## src/rtl/microwave_cook_ctrl.sv

```systemverilog
// Microwave cook-cycle controller: keypad-loaded BCD MM:SS timer, magnetron
// sequencing through IDLE/COOK/PAUSED/DONE, door interlock and end-of-cycle buzzer.
module microwave_cook_ctrl #(
    parameter int TICKS_PER_SEC = 100,
    parameter int BEEP_SECS     = 3
) (
    input  logic       clk,
    input  logic       rst,
    input  logic       tick,
    input  logic       key_valid,
    input  logic [3:0] key_digit,
    input  logic       start,
    input  logic       stop_clear,
    input  logic       door_closed,
    output logic [3:0] min_tens,
    output logic [3:0] min_ones,
    output logic [3:0] sec_tens,
    output logic [3:0] sec_ones,
    output logic       mag_on,
    output logic       buzzer,
    output logic       done,
    output logic [1:0] state
);

    typedef enum logic [1:0] {
        IDLE   = 2'd0,
        COOK   = 2'd1,
        PAUSED = 2'd2,
        DONE   = 2'd3
    } state_t;

    localparam logic [7:0] PRESC_LAST = 8'(TICKS_PER_SEC - 1);
    localparam logic [3:0] BEEP_LAST  = 4'(BEEP_SECS - 1);

    state_t      cur;
    logic [15:0] digits;
    logic [7:0]  presc;
    logic [3:0]  beep_cnt;

    logic        sec_evt;
    logic        time_zero;
    logic [7:0]  presc_adv;
    logic [15:0] dec_digits;

    // One-second BCD countdown; seconds above 59 simply count down in place.
    function automatic logic [15:0] bcd_dec(input logic [15:0] t);
        logic [3:0] mt, mo, st, so;
        {mt, mo, st, so} = t;
        if (so != 4'd0) begin
            so = so - 4'd1;
        end else begin
            so = 4'd9;
            if (st != 4'd0) begin
                st = st - 4'd1;
            end else begin
                st = 4'd5;
                if (mo != 4'd0) begin
                    mo = mo - 4'd1;
                end else begin
                    mo = 4'd9;
                    mt = mt - 4'd1;
                end
            end
        end
        return {mt, mo, st, so};
    endfunction

    assign sec_evt    = tick && (presc == PRESC_LAST);
    assign presc_adv  = sec_evt ? 8'd0 : presc + 8'd1;
    assign time_zero  = (digits == 16'h0000);
    assign dec_digits = bcd_dec(digits);

    always_ff @(posedge clk) begin
        if (rst) begin
            cur      <= IDLE;
            digits   <= 16'h0000;
            presc    <= 8'd0;
            beep_cnt <= 4'd0;
            done     <= 1'b0;
        end else begin
            done <= 1'b0;
            case (cur)
                IDLE: begin
                    if (stop_clear) begin
                        digits <= 16'h0000;
                    end else if (start && door_closed && !time_zero) begin
                        cur   <= COOK;
                        presc <= 8'd0;
                    end else if (key_valid && (key_digit <= 4'd9)) begin
                        digits <= {digits[11:0], key_digit};
                    end
                end
                COOK: begin
                    // Interlock: an open door or stop freezes the partial second.
                    if (!door_closed || stop_clear) begin
                        cur <= PAUSED;
                    end else if (tick) begin
                        presc <= presc_adv;
                        if (sec_evt && !time_zero) begin
                            digits <= dec_digits;
                            if (dec_digits == 16'h0000) begin
                                cur      <= DONE;
                                done     <= 1'b1;
                                presc    <= 8'd0;
                                beep_cnt <= 4'd0;
                            end
                        end
                    end
                end
                PAUSED: begin
                    if (stop_clear) begin
                        cur    <= IDLE;
                        digits <= 16'h0000;
                    end else if (start && door_closed) begin
                        cur <= COOK;
                    end
                end
                DONE: begin
                    if (stop_clear || !door_closed) begin
                        cur <= IDLE;
                    end else if (tick) begin
                        presc <= presc_adv;
                        if (sec_evt) begin
                            beep_cnt <= beep_cnt + 4'd1;
                            if (beep_cnt == BEEP_LAST) begin
                                cur <= IDLE;
                            end
                        end
                    end
                end
                default: cur <= IDLE;
            endcase
        end
    end

    assign min_tens = digits[15:12];
    assign min_ones = digits[11:8];
    assign sec_tens = digits[7:4];
    assign sec_ones = digits[3:0];
    assign state    = cur;
    assign mag_on   = (cur == COOK);
    assign buzzer   = (cur == DONE);

endmodule

```

## config.mk

```make
export PLATFORM = sky130hd
export DESIGN_NAME = microwave_cook_ctrl
export DESIGN_NICKNAME = d
export VERILOG_FILES = /design/src/rtl/microwave_cook_ctrl.sv
export SDC_FILE = /design/constraint.sdc
export NUM_CORES = 1
export LEC_CHECK = 0
export ABC_CLOCK_PERIOD_IN_PS = 2100
export CORE_MARGIN = 2
export CORE_UTILIZATION = 45
export CTS_CLUSTER_SIZE = 40
export DETAILED_ROUTE_END_ITERATION = 10
export DONT_BUFFER_PORTS = 1
export SLEW_MARGIN = 15
export SYNTH_ARGS = -nofsm -noshare
export SYNTH_HDL_FRONTEND = slang
export SYNTH_SLANG_ARGS = --single-unit
```

## constraint.sdc

```tcl
create_clock -name clk -period 2.1 [get_ports clk]
set_input_delay 0.315 -clock clk [delete_from_list [all_inputs] [get_ports clk]]
set_output_delay 0.315 -clock clk [all_outputs]
set_load 0.1 [all_outputs]
```

# Yosys cells after proc, flatten, opt, wreduce, memory -nomap -nowiden
# Cells that the tools add are included.
# totals
word_cells	110
regBits	31
out_inout_bits	21
# op_classes
eq_ne	24
magnitude_cmp	1
muxes	49
addsub	6
reduce_logical	22
bitwise_logic	3
# ops
operator	count
$mux W16	7
$mux W8	9
$mux W4	16
$pmux W16 S3	1
$logic_not A16 Y1	2
$mux W2	12
$pmux W8 S3	1
$sub A4 B1 Y4 const B	4
$ne A2 B2 Y1 const B	7
$reduce_and A7 Y1	2
$ne A3 B1 Y1 const B	4
$reduce_bool A4 Y1	3
$ne A3 B3 Y1 const B	3
$reduce_and A9 Y1	1
$add A8 B1 Y8 const B	1
$eq A8 B7 Y1 const B	1
$pmux W2 S4	1
$pmux W4 S2	1
$reduce_and A8 Y1	1
$ne A2 B1 Y1 const B	3
$ne A3 B2 Y1 const B	2
$reduce_bool A3 Y1	2
$logic_and A1 B1 Y1	5
$reduce_or A5 Y1	1
11 further kinds	15

# Logic depth before layout (Yosys ltp)
# Gate-level depths: netlist of run 1.
# depth
ltp_word	10
depth_mapped	9
ltp_nobuf	8

# Worst setup path after synthesis of run 1
# Ideal clock, no wire load.
# synth_timing
kind	register -> register
from	register cur[0], in the netlist state[0]
to	register cur[0], in the netlist state[0]
required_time_ps	2009
arrival_ps	3301
setup_slack_ps	-1292
n_path_buf	1
period_less_slack_ps	3392
path_stages_with_launch	9
cell_sequence	dfxtp_1 -> ha_1 -> clkbuf_1 -> inv_1 -> o21ai_0 -> nand2_1 -> o22a_1 -> mux2i_1 -> a311oi_1
# synth_between
elab_chain_len	3
# synth_lines
item	line	rtl
from (decl)	35	state_t cur;
from (signal assigned)	75	cur <= IDLE;
from (signal assigned)	87	cur <= COOK;
from (signal assigned)	96	cur <= PAUSED;
$eq A2 B1 Y1 *	n/a	
named net mag_on	19	output logic mag_on,
$ne A3 B1 Y1 (no line) / $ne A3 B2 Y1 (equally long branches)	n/a	
$reduce_and A9 Y1 (no line)	n/a	
# Mark *: on every way through the listed nets, which the timed path passes. The rest lies on a longest branch.
# A chain may end at the register's enable or synchronous reset.

# Worst setup path after layout of run 1
# layout_timing
from	register digits[5]
to	register beep_cnt[0]
# layout_between
elab_chain_len	6
# layout_lines
item	line	rtl
from (decl)	36	logic [15:0] digits;
from (signal assigned)	90	digits <= {digits[11:0], key_digit};
from (signal assigned)	100	digits <= dec_digits;
$sub A4 B1 Y4 / $reduce_bool A4 Y1 (equally long branches)	54, 53	
$mux W4	53	if (st != 4'd0) begin
$mux W4	49	if (so != 4'd0) begin
$logic_not A16 Y1	101	if (dec_digits == 16'h0000) begin
$ne A2 B1 Y1 (no line)	n/a	
$reduce_and A8 Y1 (no line) *	n/a	
to (signal assigned)	124	beep_cnt <= beep_cnt + 4'd1;
to (decl)	38	logic [3:0] beep_cnt;
# Every way passes the cells marked *; elsewhere a longest branch is shown, timed or not.

==> results of run 1 <==
==> per-stage QoR <==
| step | cells | hold WS (ns) | setup slack, ns | power [mW] | TNS (ns) |
|---|---|---|---|---|---|
| 6_report | 391 | 0.08137 | -0.1351 | 5.362 | -0.4693 |
| 5_1_grt | 391 | 0.06885 | -0.1855 | 5.691 | -2.096 |
| 4_1_cts | 391 | 0.07915 | -0.1242 | 5.235 | -0.4542 |
| 3_5_place_dp | 382 | 0.3837 | -0.1121 | 4.624 | -0.4593 |
| 3_3_place_gp | 382 | 0.3817 | -0.08439 | 4.594 | -0.4961 |
| 2_1_floorplan | 286 | 0.4227 | -0.3440 | 3.569 | -4.956 |
==> cell families after synthesis <==
kind of cell	count (synthesis)	synth area share (%)
AOI/OAI and AO/OA	91	29.34
xor gates and xnor gates	7	2.819
adders and majority gates	9	5.178
buffers and inverters	28	5.812
DFF	31	28.54
muxes	2	1.151
and+or+nand+nor	118	27.16
==> layout make-up <==
| class | count | area [um2] | area share, % |
|---|---|---|---|
| sequential | 31 | 655.6 | 22.53 |
| timing repair buffer | 58 | 464.2 | 15.95 |
| clock buffer | 7 | 107.6 | 3.697 |
| tap | 54 | 67.56 | 2.322 |
| clock inverter | 1 | 5.005 | 0.1720 |
| multi-input combinational | 227 | 1559 | 53.57 |
| inverter | 13 | 51.30 | 1.763 |
==> metal layers <==
metal  wire length (um)  share of wire (%)  vias up
li1                   -                  -     1160
met1               3132                 47     1110
met2               3002                 46       65
met3                399                6.1        6
met4                 61               0.92        0
met5                  0                  0        -
==> Yosys cell counts (all sizes together), types with 2 or more instances <==
master	instances
a21boi	2
o21a	3
o2111ai	3
nand3	6
nand4	7
or3	3
xnor2	4
xor2	3
and4b	2
buf	5
o31ai	3
a32o	3
or2	2
o21ai	21
or4	5
a31oi	5
and3b	2
nor2	38
inv	13
a21oi	24
o32ai	2
nand2	30
nand3b	3
a221oi	4
ha	9
a211oi	7
nor4	4
nor3	10
clkbuf	10
dfxtp	31
==> state kept, by name, summed over array words and instances (netlist names) <==
signal    cells
presc         8
state         2
beep_cnt      4
done          1
digits       16
==> worst paths after layout <==
| check | start | end | cells after the start | slack (ns) |
|---|---|---|---|---|
| max | digits[5] | beep_cnt[0] | 6 | -0.14 |
| max reg2reg | digits[5] | beep_cnt[0] | 6 | -0.14 |
| min | rst | digits[10] | 1 | 0.08 |
| min reg2reg | presc[7] | presc[7] | 2 | 0.52 |
==> report_power, final <==
group          total, mW  internal [mW]  switching, mW  leakage, nW
registers          0.893          0.755          0.138        0.261
clock network      0.586          0.336          0.250       0.0594
logic               3.88           1.39           2.49        0.798
==> what timing repair did <==
action                                  in CTS  in global routing
hold endpoints to repair                     0                  0
cloned                                       0                  0
pin swaps                                    2                  8
setup buffers                                1                  0
endpoints found under the setup margin      14                 24
resized for setup                            1                 12
==> results by group, run 1 <==
Global route
  • Initial antenna violation count: 0
  • Busiest layer in global routing: met2
  • First-pass GRT wire length: 10700 um
  • GR met2 Demand/Resource: 38.19%
  • Met3 GRT Util: 5.075%
  • Met1 Use GR: 37.74%
  • Congestion Overflow GR: 0
  • Overall routing resource usage: 25.84%
  • Vias in the first global route: 2160
  • Largest net degree at the start of global routing: 25

Critical path
  • CP Capture Type: register
  • Critical path's largest stage delay: 0.56 ns
  • Setup CP Type: register to register
  • Crit path DAT: 2.41 ns
  • CP most frequent cell: or4_4
  • Slowest cell on crit path: or4_4
  • CP delay by family, top: simple AND/OR/NAND/NOR gates
  • Worst-path cell chain: or4_4 > or4_4 > o2111ai_4 > a211oi_4 > o211a_1 > o221a_1
  • Critical Path RT: 2.28 ns
  • Buf/Inv on CP: 0
  • CP startpoint kind: register
  • Max FO, Critical Path: 5

Floorplan
  • CORE AREA: 4692 um2
  • Initial core utilization: 46.35%
  • Num ports: 32
  • Die X: 73.52 um
  • Die area: 5404 um2
  • # rows: 25
  • Die boundary height: 73.52 um

Timing
  • # setup viols final: 6
  • Clk_skew: 0.005887 ns
  • RSZ-0062 raised after global routing: true
  • Slew @ Worst Pin: 0.4469 ns
  • Setup ws final: -0.1351 ns
  • Final Hold Fails: 0
  • Max Clock Freq: 0.4474 GHz
  • Slew headroom: 70.01%
  • Max-slew violation count: 0
  • Min Clock Period, post-route: 2.235 ns
  • Tcrit/Tclk final: 106.4%

Place
  • Placed Area: 2719 um2
  • HPWL Detailed: 4809 um
  • Port Buf Inserts: 0
  • Gpl congestion: 0.8468

Drt
  • DRT iter0 DRCs: 143
  • DRC Markers: 0
  • Via density: 5.987
  • Total number of vias: 2341
  • Routed len/inst: 16.87 um
  • DRT Pass-1 Iters: 4
  • Final wirelength: 6595 um
  • Post-route antenna net violation count: 0

Hold path
  • Worst hold path type: input port to register

Yosys
  • #FFs+latches synth: 31
  • Ys Warns: 0
  • Top_reg_cell synth: dfxtp_1
  • Area leader, netlist: dfxtp_1
  • Yosys cell types: 62
  • Async S/R FF share, synth: 0%
  • Number of synthesized flops with an enable pin: 0
  • Post-Syn Nets: 306
  • Top cells by area, synth: dfxtp_1, nor2_1, a21oi_1
  • Mapped Cells: 286
  • Share of the synthesized area in the top cell type: 28.54%
  • Netlist Area Pre-Place: 2175 um2
  • Sequential-to-total area share from yosys stat: 28.54%
  • Average size of a mapped cell: 7.603 um2

Final layout
  • Share of cells above drive strength 1: 31.75%
  • Commonest non-fill, non-tap cell in the layout: buf_4
  • Number of diodes: 0
  • Post-route cell area: 2910 um2
  • Filler Cell Count: 425
  • Util after Layout: 62.03%
  • Area Growth Syn to Fin: 33.83%
  • Fin nets: 356
  • Commonest non-fill, non-tap cells in the layout: buf_4, nor2_1, nand2_1

Pwr
  • VDD IR max: 1141 uV
  • Leak Pwr: 1.118 nW
  • Power density cells: 1842 nW/um2

Clocking
  • CTS Root Cell: clkbuf_8
  • Clock Sinks: 31
  • CTS tree: built
  • Clock transition at the registers of the reported paths: 0.07 ns
  • CTS H-tree depth: 2
  • Clk Latency, worst-skew pair: 0.29 ns
  • Max clock buf depth: 2
  • CTS Hold Buffers Added: 0
  • CTS Buf Count: 5

Run
  • Max-cap check violation count: 0

Status
  • Status: finished, violations left
  • Violated checks: negative setup slack
Power figures use the tool's default switching activity.
==> run 2: changes to the inputs <==
ABC_CLOCK_PERIOD_IN_PS = 2280   (was 2100)
clock period = 2.28 ns   (was 2.1 ns; I/O delays follow)
==> results by group, run 2 (synthesized netlist as in run 1, its figures left out) <==
Timing
  • Slew headroom: 70.53% (+0.53 points)
  • Max Clock Freq: 0.4376 GHz (-2.2%)
  • Tcrit/Tclk final: 100.2% (-6.2 points)
  • Min Clock Period, post-route: 2.285 ns (+0.04980 ns)
  • Min Hold Slack: 0.1090 ns (+0.02764 ns)
  • Slew @ Worst Pin: 0.4409 ns (-0.005989 ns)
  • Max-slew violation count: 0 (unchanged)
  • Clk_skew: 0.002983 ns (-0.002904 ns)
  • Final Hold Fails: 0 (unchanged)
  • # setup viols final: 2 (-4)
  • Setup ws final: -0.004937 ns (+0.1302 ns)
  • RSZ-0062 raised after global routing: true

Place
  • Port Buf Inserts: 0 (unchanged)
  • HPWL Detailed: 4628 um (-3.8%)
  • Placed Area: 2529 um2 (-7.0%)
  • # placed instances: 359 (-6.0%)
  • Worst slack at placement: 0.02720 ns (+0.1393 ns)
  • Gpl congestion: 0.8444 (-0.28%)

Critical path
  • Max FO, Critical Path: 8 (+3)
  • Critical Path RT: 2.46 ns (+0.18 ns)
  • CP startpoint kind: register
  • CP Capture Type: register
  • Reg2Reg Depth: 6 (unchanged)
  • Reg-to-reg slack, setup: -0.005 ns (+0.13 ns)
  • End of the worst register-to-register path: beep_cnt[2]
  • Crit path DAT: 2.47 ns (+0.06 ns)
  • Setup CP Type: register to register
  • Setup crit start: digits[0]
  • R2r startpoint: digits[0]

Clocking
  • Clock Sinks: 31 (unchanged)
  • CTS Root Cell: clkbuf_8
  • CTS tree: built
  • CTS H-tree depth: 2 (unchanged)
  • CTS Buf Count: 5 (unchanged)
  • Max clock buf depth: 2 (unchanged)
  • Clk Latency, worst-skew pair: 0.29 ns (about the same)
  • CTS Hold Buffers Added: 0 (unchanged)
  • Clock transition at the registers of the reported paths: 0.07 ns (about the same)

Floorplan
  • Die X: 73.52 um (unchanged)
  • Num ports: 32 (unchanged)
  • Die area: 5404 um2 (unchanged)
  • Initial core utilization: 46.35% (unchanged)
  • Die boundary height: 73.52 um (unchanged)
  • # rows: 25 (unchanged)
  • CORE AREA: 4692 um2 (unchanged)

Final layout
  • Commonest non-fill, non-tap cell in the layout: nor2_1
  • Top reg by flops: digits
  • Non-Filler Instances: 370 (-5.4%)
  • Top Registers: digits x16, presc x8, beep_cnt x4
  • Post-route cell area: 2688 um2 (-7.7%)
  • Area Growth Syn to Fin: 23.59%
  • Commonest non-fill, non-tap cells in the layout: nor2_1, buf_4, nand2_1
  • Share of cells above drive strength 1: 25.95% (-5.8 points)
  • Max reg flops: 16 (unchanged)
  • Fin nets: 335 (-5.9%)
  • Number of diodes: 0 (unchanged)

Drt
  • DRT iter0 DRCs: 160 (+12%)
  • DRT Pass-1 Iters: 4 (unchanged)
  • Routed length on met1: 2724 um (-13%)
  • Routed len/inst: 17.09 um (+1.3%)
  • Highest routed metal layer: met4
  • Final wirelength: 6323 um (-4.1%)
  • DR WL met3: 319 um (-20%)
  • Via density: 6.197 (+3.5%)
  • Met2 WL: 3187 um (+6.2%)
  • Total number of vias: 2293 (-2.1%)
  • DRC Markers: 0 (unchanged)
  • Post-route antenna net violation count: 0 (unchanged)

Global route
  • Overall routing resource usage: 24.18% (-1.7 points)
  • First-pass GRT wire length: 10240 um (-4.3%)
  • Initial antenna violation count: 0 (unchanged)
  • Vias in the first global route: 2127 (-1.5%)
  • Largest net degree at the start of global routing: 25 (unchanged)
  • Congestion Overflow GR: 0 (unchanged)

Pwr
  • Leak Pwr: 1.008 nW (-9.8%)
  • Clock share of power: 11.6% (+0.7 points)
  • Sw Ratio: 55.59% (+1.9 points)
  • VDD IR max: 898.1 uV (-21%)
  • Internal: 2.026 mW (-18%)
  • Sw power: 2.536 mW (-12%)
  • Combinational share of power: 69.9% (-2.5 points)
  • Power density cells: 1697 nW/um2 (-7.9%)
  • Seq pwr share: 18.5% (+1.8 points)

Hold path
  • Worst hold path type: input port to register
  • Worst min-delay path startpoint: rst
  • Hold Crit Depth: 1 (unchanged)
  • Hold EP: digits[7]

Status
  • Status: finished, violations left
  • Violated checks: negative setup slack

Run
  • Max-cap check violation count: 0 (unchanged)
[run 2: per-stage QoR]
stage	total power [mW]	utilization, %	setup TNS [ns]
6_report	4.561	57.28	-0.007469
5_1_grt	4.852	57.28	-0.2783
4_1_cts	4.497	56.29	0
3_5_place_dp	3.957	53.89	0
3_3_place_gp	3.936	53.89	0
2_1_floorplan	3.275	-	-0.9072
[run 2: power groups by stage]
| stage | sequential, mW | combinational, mW | clock (mW) |
|---|---|---|---|
| 3_3_place_gp | 0.856 | 3.08 | 0 |
| 5_1_grt | 0.863 | 3.43 | 0.562 |
| 2_1_floorplan | 1.55 | 1.72 | 0 |
| 6_report | 0.842 | 3.19 | 0.531 |
| 4_1_cts | 0.847 | 3.11 | 0.542 |
| 3_5_place_dp | 0.859 | 3.10 | 0 |
[run 2: worst max-delay path by stage]
stage / slack [ns] / cells past startpoint / endpoint
after detailed placement: 0.03 / 6 / beep_cnt[3]
after floorplan: -0.16 / 7 / beep_cnt[0]
after global routing: -0.10 / 7 / beep_cnt[1]
after global placement: 0.06 / 6 / beep_cnt[3]
final: -0.005 / 6 / beep_cnt[2]
after CTS: 0.02 / 6 / beep_cnt[3]
[run 2: worst max-delay path, cell delays in order, from the launching register on]
cell and delay [ns]:
dfxtp_2 0.34, or4_4 0.61, or4_4 0.47, o2111ai_4 0.15
a211oi_4 0.10, o211a_1 0.27, a41o_1 0.24
[run 2: routing by layer]
metal	up-vias	global-route usage, %
met4	0	6.061
met3	11	5.898
met2	77	42.46
met1	1086	29.45
li1	1119	-
met5	-	0
[run 2: final cells by class]
| cell class | count | area (um2) |
|---|---|---|
| Clock buffer | 7 | 107.6 |
| Clock inverter | 1 | 5.005 |
| Timing Repair Buffer | 37 | 294.0 |
| Multi-Input combinational cell | 227 | 1509 |
| Inverter | 13 | 48.80 |
| Sequential cell | 31 | 655.6 |
| Fill cell | 468 | 2004 |
| Tap cell | 54 | 67.56 |
[run 2: timing repair]
action / in CTS / in global routing
hold endpoints to repair: 0 / 0
endpoints found under the setup margin: 0 / 7
gates resized for setup: 0 / 6
buffers inserted: 0 / 3
